$ cat config.mk
export PLATFORM = sky130hd
export DESIGN_NAME = crc8_byte_update
export DESIGN_NICKNAME = d
export VERILOG_FILES = /design/src/rtl/crc8_frame_checker_pkg.sv /design/src/rtl/crc8_frame_checker_crc8_byte_update.sv
export SDC_FILE = /design/constraint.sdc
export NUM_CORES = 1
export LEC_CHECK = 0
export CAP_MARGIN = 10
export CORE_AREA = 2 2 39 41
export DETAILED_ROUTE_END_ITERATION = 8
export DIE_AREA = 0 0 41 43
export PLACE_DENSITY_LB_ADDON = 0.05
export REMOVE_ABC_BUFFERS = 1
export SLEW_MARGIN = 20
export SYNTH_ARGS = -nofsm -noshare
export SYNTH_HDL_FRONTEND = slang
export SYNTH_SLANG_ARGS = --single-unit
$ cat constraint.sdc
create_clock -name vclk -period 2.7
set_input_delay 0.81 -clock vclk [all_inputs]
set_output_delay 0.81 -clock vclk [all_outputs]
set_load 0.05 [all_outputs]
$ cat src/rtl/crc8_frame_checker_pkg.sv
// Shared definitions for the CRC-8 framed link: FSM states, delimiter
// K-characters and the byte-wide CRC-8 step used on both link ends.
package crc8_frame_checker_pkg;

    typedef enum logic [1:0] {
        ST_HUNT,
        ST_PAYLOAD,
        ST_CRC,
        ST_EOF
    } frame_state_t;

    localparam logic [7:0] K28_5 = 8'hBC;
    localparam logic [7:0] K28_1 = 8'h3C;

    // MSB-first, non-reflected, no final XOR.
    function automatic logic [7:0] crc8_next(
        input logic [7:0] crc,
        input logic [7:0] data,
        input logic [7:0] poly
    );
        logic [7:0] c;
        c = crc ^ data;
        for (int i = 0; i < 8; i++) begin
            c = c[7] ? ((c << 1) ^ poly) : (c << 1);
        end
        return c;
    endfunction

endpackage

$ cat src/rtl/crc8_frame_checker_crc8_byte_update.sv
// Combinational next-CRC for one byte.
module crc8_byte_update
    import crc8_frame_checker_pkg::*;
#(
    parameter logic [7:0] POLY = 8'h07
) (
    input  logic [7:0] crc,
    input  logic [7:0] data,
    output logic [7:0] next_crc
);

    assign next_crc = crc8_next(crc, data, POLY);

endmodule

==> metrics.cfg <==
[grt]
grt_remaining_overflow = 0
grt_first_pass_wirelength_um = 1150
antenna_found_initial = 0
grt_usage_pct = 8.98
grt_pass1_vias = 268
grt_max_degree = 4

[setup_path]
crit_path_start_kind = primary input
arrival_ns = 1.95
cp-end-kind = output pin
cp.required_ns = 1.89
crit_type = primary input to output pin
path_max_fanout = 2

[timing]
tightest_slew_ns = 0.262
slew_viol_final = 0
slew_headroom_pct = 82.5
fin_setup_tns_ns = -0.133
timing.hold.ws_ns = 2.26
fmax_ghz = 0.362
fin_crit_sh_pct = 102
fin_crit_ns = 2.76
setup_ws_ns = -0.0639
hold_violations = 0
setup_viol = 3
rsz0062_at_grt = yes

[routing]
vias = 262
m1WireLength_um = 231
ant_nets = 0
highest_layer = met3
first_pass_iters = 1
wl_met2_um = 464
routed_wirelength_um = 742
dr.first_iter.drc_count = 0
routedWlPerCell_um = 10.5
wl_met3_um = 46
vias_per_cell = 3.69
drcViolationCount = 0

[finish]
nClkBuffers = 0
diodes = 0
final_util_pct = 52.8
drive_gt1_share_pct = 96.4
final_common_cell = buf_4
flops_and_latches = 0
seq_area_um2 = 0
final_cell_mix = buf_4, xnor2_2, buf_12
fillers = 132
nets = 73
area_growth_pct = 244

[floorplanning]
row_count = 14
dieArea_mm2 = 0.00176
die-height_um = 43
core_area_mm2 = 0.00138
die_w_um = 41
start_util_pct = 15.4
io_pins = 24

[worst_hold_path]
hp-class = primary input to output pin
hold_path_depth = 5
min_from = crc[5]
hold_path_end = next_crc[5]

[pwr]
power.total_w = 0.000561
vdd_ir_drop_max_mv = 0.408
power.density_mw_per_mm2 = 768
p_leak_nw = 0.358

[yosys]
netlist_area_um2 = 213
synth.distinct_cells = 4
synth_seq_area_share_pct = 0
yosys_warnings = 0
syn_area_per_cell_um2 = 10.6
syn_inst = 20

[placement]
gp_congestion = 0.677
dp_hpwl_um = 498
io_buffers = 24

[run]
cap_violations = 0

[clock_tree]
holdBufCountCts = 0

[run_status]
violations = negative setup slack
status = finished with violations

==> cell usage after synthesis (all sizes together) <==
| master | count | area [um^2] |
|---|---|---|
| xor2 | 6 | 60.1 |
| xnor3 | 2 | 47.6 |
| xnor2 | 12 | 105 |
==> layer usage <==
layer / track usage, % / vias to the layer above
li1: - / 129
met1: 12.1 / 122
met2: 16.3 / 11
met3: 0 / 0
met4: 0 / 0
met5: 0 / -
==> logic make-up (layout without fill, tap and decap cells) <==
logic type | count (synthesis) | after routing | synth area share (%)
XOR/XNOR | 20 | 20 | 100
buffers and inverters | 0 | 35 | 0
==> how the worst max path moves through the flow <==
stage	cells past startpoint	slack, ns	start	to
2_1_floorplan	3	-0.62	data[6]	next_crc[1]
3_3_place_gp	5	-0.48	data[6]	next_crc[1]
3_5_place_dp	5	-0.50	data[6]	next_crc[1]
4_1_cts	6	-0.11	crc[7]	next_crc[1]
5_1_grt	5	-0.12	crc[1]	next_crc[3]
6_report	5	-0.06	crc[1]	next_crc[3]
==> critical path, stage by stage <==
cell	delay, ns
buf_8	0.10
xnor2_4	0.15
xnor3_2	0.49
xor2_2	0.23
buf_12	0.16
==> final cells by class <==
class	count	area (um^2)	area share, %
Tap cell	16	20.0	2.74
Timing Repair Buffer	35	344	47.1
Multi-Input combinational cell	20	367	50.2
==> through the flow <==
stage          cells  setup WS, ns  area, um^2
3_5_place_dp      68        -0.498         601
2_1_floorplan     20        -0.620         213
3_3_place_gp      68        -0.483         601
5_1_grt           71        -0.116         731
6_report          71       -0.0639         731
4_1_cts           69        -0.112         704
==> repair_timing <==
action,in CTS,in global routing
setup endpoints to repair,8,7
setup buffers,1,3
resized for setup,57,23
pin swaps,15,14
hold endpoints to repair,0,0
==> power by group <==
part           leakage [nW]  internal (W)  total (W)  switching [W]
registers                 0             0          0              0
clock network             0             0          0              0
logic                 0.358      0.000281   0.000561       0.000280
Note: power is estimated with default switching activity, not from simulation.
